File: config.mk
export PLATFORM = sky130hd
export DESIGN_NAME = kv_table
export DESIGN_NICKNAME = d
export VERILOG_FILES = /design/src/rtl/kv_pkg.sv /design/src/rtl/kv_slot_ram.sv /design/src/rtl/kv_table.sv
export SDC_FILE = /design/constraint.sdc
export NUM_CORES = 1
export LEC_CHECK = 0
export CORE_ASPECT_RATIO = 0.75
export CORE_UTILIZATION = 56
export DETAILED_ROUTE_END_ITERATION = 10
export PLACE_DENSITY_LB_ADDON = 0.15
export SLEW_MARGIN = 20
export SYNTH_ARGS = -nofsm -noshare
export SYNTH_HDL_FRONTEND = slang
export SYNTH_SLANG_ARGS = --single-unit
File: constraint.sdc
create_clock -name clk -period 4.4 [get_ports clk]
set_input_delay 0.66 -clock clk [delete_from_list [all_inputs] [get_ports clk]]
set_output_delay 0.66 -clock clk [all_outputs]
set_load 0.005 [all_outputs]
File: src/rtl/kv_pkg.sv
// Shared opcodes, response statuses and FSM encoding for the kv_table key-value store.
// KV_DELETE_EN (when defined) makes op 3 a legal DELETE.
package kv_pkg;

  localparam logic [1:0] OP_NONE = 2'd0;
  localparam logic [1:0] OP_PUT  = 2'd1;
  localparam logic [1:0] OP_GET  = 2'd2;
  localparam logic [1:0] OP_DEL  = 2'd3;

  localparam logic [1:0] ST_OK_NEW    = 2'd0;
  localparam logic [1:0] ST_OK_HIT    = 2'd1;
  localparam logic [1:0] ST_NOT_FOUND = 2'd2;
  localparam logic [1:0] ST_ERR       = 2'd3;

  typedef enum logic [1:0] {
    S_IDLE   = 2'd0,
    S_SCAN   = 2'd1,
    S_COMMIT = 2'd2,
    S_RESP   = 2'd3
  } kv_state_e;

  function automatic logic op_legal(input logic [1:0] op);
`ifdef KV_DELETE_EN
    return (op != OP_NONE);
`else
    return (op != OP_NONE) && (op != OP_DEL);
`endif
  endfunction

endpackage

File: src/rtl/kv_slot_ram.sv
// Key/value storage for kv_table: DEPTH x W register array, combinational read, one write port.
// Not reset; slot validity is tracked by the owner.
module kv_slot_ram #(
  parameter int DEPTH = 16,
  parameter int W     = 64
) (
  input  logic                     clk,
  input  logic                     we,
  input  logic [$clog2(DEPTH)-1:0] waddr,
  input  logic [W-1:0]             wdata,
  input  logic [$clog2(DEPTH)-1:0] raddr,
  output logic [W-1:0]             rdata
);

  logic [W-1:0] mem_r [DEPTH];

  // Single synchronous write port
  always_ff @(posedge clk) begin
    if (we) begin
      mem_r[waddr] <= wdata;
    end
  end

  assign rdata = mem_r[raddr];

endmodule

File: src/rtl/kv_table.sv
// Linear-scan key-value table: PUT/GET (and DELETE when KV_DELETE_EN is defined),
// one response per command, valid bits and occupancy kept here so they reset.
module kv_table
  import kv_pkg::*;
#(
  parameter int DEPTH = 16,
  parameter int KEY_W = 32,
  parameter int VAL_W = 32
) (
  input  logic                   clk,
  input  logic                   rst_n,
  input  logic                   cmd_valid,
  output logic                   cmd_ready,
  input  logic [1:0]             cmd_op,
  input  logic [KEY_W-1:0]       cmd_key,
  input  logic [VAL_W-1:0]       cmd_value,
  output logic                   rsp_valid,
  input  logic                   rsp_ready,
  output logic [1:0]             rsp_status,
  output logic [VAL_W-1:0]       rsp_value,
  output logic [$clog2(DEPTH):0] occupancy
);

  localparam int IDX_W = $clog2(DEPTH);
  localparam int OCC_W = IDX_W + 1;
  localparam logic [IDX_W-1:0] IDX_LAST = IDX_W'(DEPTH - 1);
  localparam logic [OCC_W-1:0] OCC_ONE  = {{(OCC_W-1){1'b0}}, 1'b1};

  kv_state_e          state_r;
  logic [IDX_W-1:0]   idx_r;
  logic [IDX_W-1:0]   hit_idx_r;
  logic [IDX_W-1:0]   free_idx_r;
  logic               hit_r;
  logic               free_found_r;
  logic [1:0]         op_r;
  logic [KEY_W-1:0]   key_r;
  logic [VAL_W-1:0]   val_r;
  logic [VAL_W-1:0]   hit_val_r;
  logic [DEPTH-1:0]   valid_r;
  logic [OCC_W-1:0]   occ_r;
  logic               cmd_ready_r;
  logic               rsp_valid_r;
  logic [1:0]         rsp_status_r;
  logic [VAL_W-1:0]   rsp_value_r;

  logic [KEY_W+VAL_W-1:0] rd_data_s;
  logic [KEY_W-1:0]       rd_key_s;
  logic [VAL_W-1:0]       rd_val_s;
  logic                   slot_hit_s;
  logic                   we_s;
  logic [IDX_W-1:0]       waddr_s;

  assign rd_key_s   = rd_data_s[KEY_W+VAL_W-1:VAL_W];
  assign rd_val_s   = rd_data_s[VAL_W-1:0];
  assign slot_hit_s = valid_r[idx_r] && (rd_key_s == key_r);

  // A hit rewrites the same slot (key unchanged); a miss fills the lowest free slot
  assign we_s    = (state_r == S_COMMIT) && (op_r == OP_PUT) && (hit_r || free_found_r);
  assign waddr_s = hit_r ? hit_idx_r : free_idx_r;

  kv_slot_ram #(.DEPTH(DEPTH), .W(KEY_W + VAL_W)) u_ram (
    .clk   (clk),
    .we    (we_s),
    .waddr (waddr_s),
    .wdata ({key_r, val_r}),
    .raddr (idx_r),
    .rdata (rd_data_s)
  );

  // Command FSM with registered handshake and response outputs
  always_ff @(posedge clk or negedge rst_n) begin
    if (!rst_n) begin
      state_r      <= S_IDLE;
      idx_r        <= {IDX_W{1'b0}};
      hit_idx_r    <= {IDX_W{1'b0}};
      free_idx_r   <= {IDX_W{1'b0}};
      hit_r        <= 1'b0;
      free_found_r <= 1'b0;
      op_r         <= OP_NONE;
      key_r        <= {KEY_W{1'b0}};
      val_r        <= {VAL_W{1'b0}};
      hit_val_r    <= {VAL_W{1'b0}};
      valid_r      <= {DEPTH{1'b0}};
      occ_r        <= {OCC_W{1'b0}};
      cmd_ready_r  <= 1'b1;
      rsp_valid_r  <= 1'b0;
      rsp_status_r <= ST_OK_NEW;
      rsp_value_r  <= {VAL_W{1'b0}};
    end else begin
      case (state_r)
        S_IDLE: begin
          if (cmd_valid && cmd_ready_r) begin
            op_r         <= cmd_op;
            key_r        <= cmd_key;
            val_r        <= cmd_value;
            idx_r        <= {IDX_W{1'b0}};
            hit_r        <= 1'b0;
            free_found_r <= 1'b0;
            cmd_ready_r  <= 1'b0;
            if (op_legal(cmd_op)) begin
              state_r <= S_SCAN;
            end else begin
              // rsp_valid rises one cycle later, from RESP itself
              state_r      <= S_RESP;
              rsp_status_r <= ST_ERR;
              rsp_value_r  <= {VAL_W{1'b0}};
            end
          end
        end
        S_SCAN: begin
          if (slot_hit_s) begin
            hit_r     <= 1'b1;
            hit_idx_r <= idx_r;
            hit_val_r <= rd_val_s;
            state_r   <= S_COMMIT;
          end else begin
            if (!valid_r[idx_r] && !free_found_r) begin
              free_found_r <= 1'b1;
              free_idx_r   <= idx_r;
            end
            if (idx_r == IDX_LAST) begin
              state_r <= S_COMMIT;
            end else begin
              idx_r <= idx_r + {{(IDX_W-1){1'b0}}, 1'b1};
            end
          end
        end
        S_COMMIT: begin
          state_r     <= S_RESP;
          rsp_valid_r <= 1'b1;
          case (op_r)
            OP_PUT: begin
              if (hit_r) begin
                rsp_status_r <= ST_OK_HIT;
                rsp_value_r  <= val_r;
              end else if (free_found_r) begin
                valid_r[free_idx_r] <= 1'b1;
                occ_r        <= occ_r + OCC_ONE;
                rsp_status_r <= ST_OK_NEW;
                rsp_value_r  <= val_r;
              end else begin
                rsp_status_r <= ST_ERR;
                rsp_value_r  <= {VAL_W{1'b0}};
              end
            end
            OP_GET: begin
              rsp_status_r <= hit_r ? ST_OK_HIT : ST_NOT_FOUND;
              rsp_value_r  <= hit_r ? hit_val_r : {VAL_W{1'b0}};
            end
`ifdef KV_DELETE_EN
            OP_DEL: begin
              if (hit_r) begin
                valid_r[hit_idx_r] <= 1'b0;
                occ_r        <= occ_r - OCC_ONE;
                rsp_status_r <= ST_OK_HIT;
                rsp_value_r  <= hit_val_r;
              end else begin
                rsp_status_r <= ST_NOT_FOUND;
                rsp_value_r  <= {VAL_W{1'b0}};
              end
            end
`endif
            default: begin
              rsp_status_r <= ST_ERR;
              rsp_value_r  <= {VAL_W{1'b0}};
            end
          endcase
        end
        S_RESP: begin
          if (!rsp_valid_r) begin
            rsp_valid_r <= 1'b1;
          end else if (rsp_ready) begin
            rsp_valid_r <= 1'b0;
            cmd_ready_r <= 1'b1;
            state_r     <= S_IDLE;
          end
        end
        default: begin
          state_r     <= S_IDLE;
          cmd_ready_r <= 1'b1;
          rsp_valid_r <= 1'b0;
        end
      endcase
    end
  end

  assign cmd_ready  = cmd_ready_r;
  assign rsp_valid  = rsp_valid_r;
  assign rsp_status = rsp_status_r;
  assign rsp_value  = rsp_value_r;
  assign occupancy  = occ_r;

endmodule

==> results.json <==
{
  "antenna_found_initial": 1,
  "n_fill_cell": 5494,
  "setup_viol": 0,
  "final_util": 0.653,
  "worstHoldPathType": "in2async",
  "synth-seq-cells": 1195,
  "fp-row-count": 91,
  "synth_area_leaders": "edfxtp_1 65%, mux4_2 11%, dfrtp_1 9.0%",
  "via_per_inst": 6.51,
  "grt_use_total": 0.277,
  "rsz0062_at_grt": "no",
  "place.gp.congestion": 0.892,
  "vias": 25000,
  "netlist_area_mm2": 0.0474,
  "path_class": "reg2reg",
  "worstRegToRegCells": 13,
  "path_clk_slew_ns": 0.06,
  "synth_enable_flop_cells": 1024,
  "fin_tns_setup_ns": 0,
  "seqCellArea_mm2": 0.0350,
  "cts_tree": "yes",
  "dr.pass1.iters": 5,
  "drt_iter0_markers": 3151,
  "netlist.area_leader.share": 0.649,
  "drive_above_1_share": 0.248,
  "core_mm2": 0.0830,
  "total_power_w": 0.0336,
  "ir_drop_v": 0.000422,
  "start_util": 0.571,
  "grt_pass1_vias": 25000,
  "nets": 2701,
  "grt_overflow": 0,
  "synth_largest_area_cell": "edfxtp_1",
  "port_buffers": 110,
  "clock-sinks": 1195,
  "drt_wl_total_um": 116000,
  "outcome": "finished, final reports clean",
  "hpwlAfterDp_um": 64900,
  "stdcell_count": 3837,
  "ys_seq_area_frac": 0.739,
  "arrival_ns": 4.76,
  "slew_viol_final": 0,
  "clk_latency_ns": 0.70,
  "period_share": 0.952,
  "synth_area_per_cell_um2": 19.6,
  "die_area_mm2": 0.0858,
  "boundaryPins": 111,
  "powerDensity_mw_per_mm2": 619,
  "synth_warnings": 0,
  "multi_input_area_mm2": 0.0117,
  "synth_cell_types": 80,
  "hold_violations": 0,
  "worstSetupEndpointType": "flip-flop",
  "syn_inst": 2416,
  "clock-root-buffer": "clkbuf_16",
  "drcViolationCount": 0,
  "dp.cells": 3624,
  "syn_to_final_growth_pct": 14.4,
  "clockBufferDepth": 3,
  "ant_nets": 0,
  "relSlewSlack": 0.331,
  "htreeDepth": 3,
  "cp-start-kind": "flip-flop",
  "worst_slack_ns": 0.211,
  "ys.flop_type": "edfxtp_1",
  "synthArstFlopShare": 0.143,
  "grt_pass1_wl_um": 170000,
  "max_cap_viol_count": 0,
  "synth_nets": 2494,
  "finClkSkew_ns": 0.0288,
  "pre_cts_ws_ns": 0.129,
  "worst_pin_slew_ns": 1.00,
  "crit_path_max_fanout": 28,
  "holdBufCountCts": 0,
  "fin_crit_ns": 4.19,
  "cellLeakagePower_nw": 18.2,
  "die_width_um": 338,
  "die_h_um": 254,
  "synth_common_cells": "1024 x edfxtp_1, 222 x mux4_2, 170 x dfrtp_1, 141 x mux2i_1, 101 x mux2_2",
  "cts_resized": 0,
  "synthMostInstantiatedCell": "edfxtp_1",
  "crit_required_ns": 4.97,
  "cts_made_buffers": 112,
  "wl_per_cell_um": 30.3,
  "max_freq_ghz": 0.239,
  "grt_max_degree": 98
}
[what timing repair did]
item | CTS | global route
setup buffers | 0 | 1
hold endpoints to repair | 0 | 0
setup endpoints to repair | 0 | 35
[worst max-delay path, stage by stage (launching register included)]
cell and delay, ns:
dfrtp_4 0.52, buf_12 0.26, buf_4 0.30, mux4_2 0.53, mux2i_1 0.20, xnor2_1 0.18, a221o_1 0.31, nor4_1 0.32
o2111ai_1 0.21, nor4b_4 0.37, buf_4 0.20, nand2_4 0.10, buf_12 0.21, mux2_4 0.31
[final timing paths]
kind | from | end | slack [ns]
setup reg to reg | idx_r[0]$_DFFE_PN0P_ | hit_val_r[7]$_DFFE_PN0P_ | 0.21
hold / removal | rst_n | key_r[31]$_DFFE_PN0P_ | 0.06
max in group asynchronous | rst_n | val_r[27]$_DFFE_PN0P_ | 3.24
setup / recovery | idx_r[0]$_DFFE_PN0P_ | hit_val_r[7]$_DFFE_PN0P_ | 0.21
hold reg to reg | valid_r[1]$_DFFE_PN0P_ | valid_r[1]$_DFFE_PN0P_ | 0.45
min in group clk | valid_r[1]$_DFFE_PN0P_ | valid_r[1]$_DFFE_PN0P_ | 0.45
[layout make-up]
type,count,area share
Sequential cell,1195,0.646
Tap cell,1116,0.0257
Antenna cell,2,0.0000923
Clock inverter,74,0.0121
Timing Repair Buffer,227,0.0422
Clock buffer,136,0.0554
Inverter,27,0.00192
Multi-Input combinational cell,1060,0.216
[state kept, by name (all words and copies together) (netlist names), 4 cells and up]
name,flops
key_r,32
idx_r,4
occupancy,5
u_ram.mem_r,1024
free_idx_r,4
val_r,32
rsp_value,32
valid_r,16
hit_idx_r,4
hit_val_r,32
[through the flow]
step	area (µm²)	hold slack [ns]
2_1_floorplan	47400	0.364
3_3_place_gp	50500	0.435
3_5_place_dp	50500	0.441
4_1_cts	54200	0.114
5_1_grt	54200	0.101
6_report	54200	0.0558
[cells by family (layout without fill, tap and decap cells)]
logic type                 after synthesis  after routing  share of synthesized area
AOI/OAI and AO/OA                      271            271                     0.0409
xor gates and xnor gates                35             35                    0.00647
adders and majority gates                8              8                    0.00211
other                                    0              2                          0
DFF                                   1195           1195                      0.739
and+or+nand+nor                        254            254                     0.0270
buffers and inverters                  161            464                     0.0160
muxes                                  492            492                      0.168
[routing by layer]
layer  vias to the layer above  part of all wire  track usage
met5                         -                 0            0
met4                         0             0.019       0.0587
met3                       174             0.091       0.0478
met2                      1305              0.46        0.415
met1                     13200              0.43        0.430
li1                      10300                 -            -
[placed cells by master (no fill, tap or decap), drive strengths merged, types with 16 or more instances in the layout]
cell type and count:
a21oi 19, a221oi 16, a22oi 65, buf 117, clkbuf 137, clkdlybuf4s50 109, clkinv 57, dfrtp 170
edfxtp 1024, inv 30, mux2 129, mux2i 141, mux4 222, nand2 92, nand3 22, nor2 38
nor3 16, o21ai 65, xnor2 26
[where the power goes]
part,internal (W),total (W),leakage [nW],switching [W]
combinational,0.00364,0.00798,4.98,0.00434
sequential,0.0143,0.0160,11.4,0.00164
clock,0.00549,0.00961,1.80,0.00412
total,0.0235,0.0336,18.2,0.0101
Power figures use the tool's default switching activity.
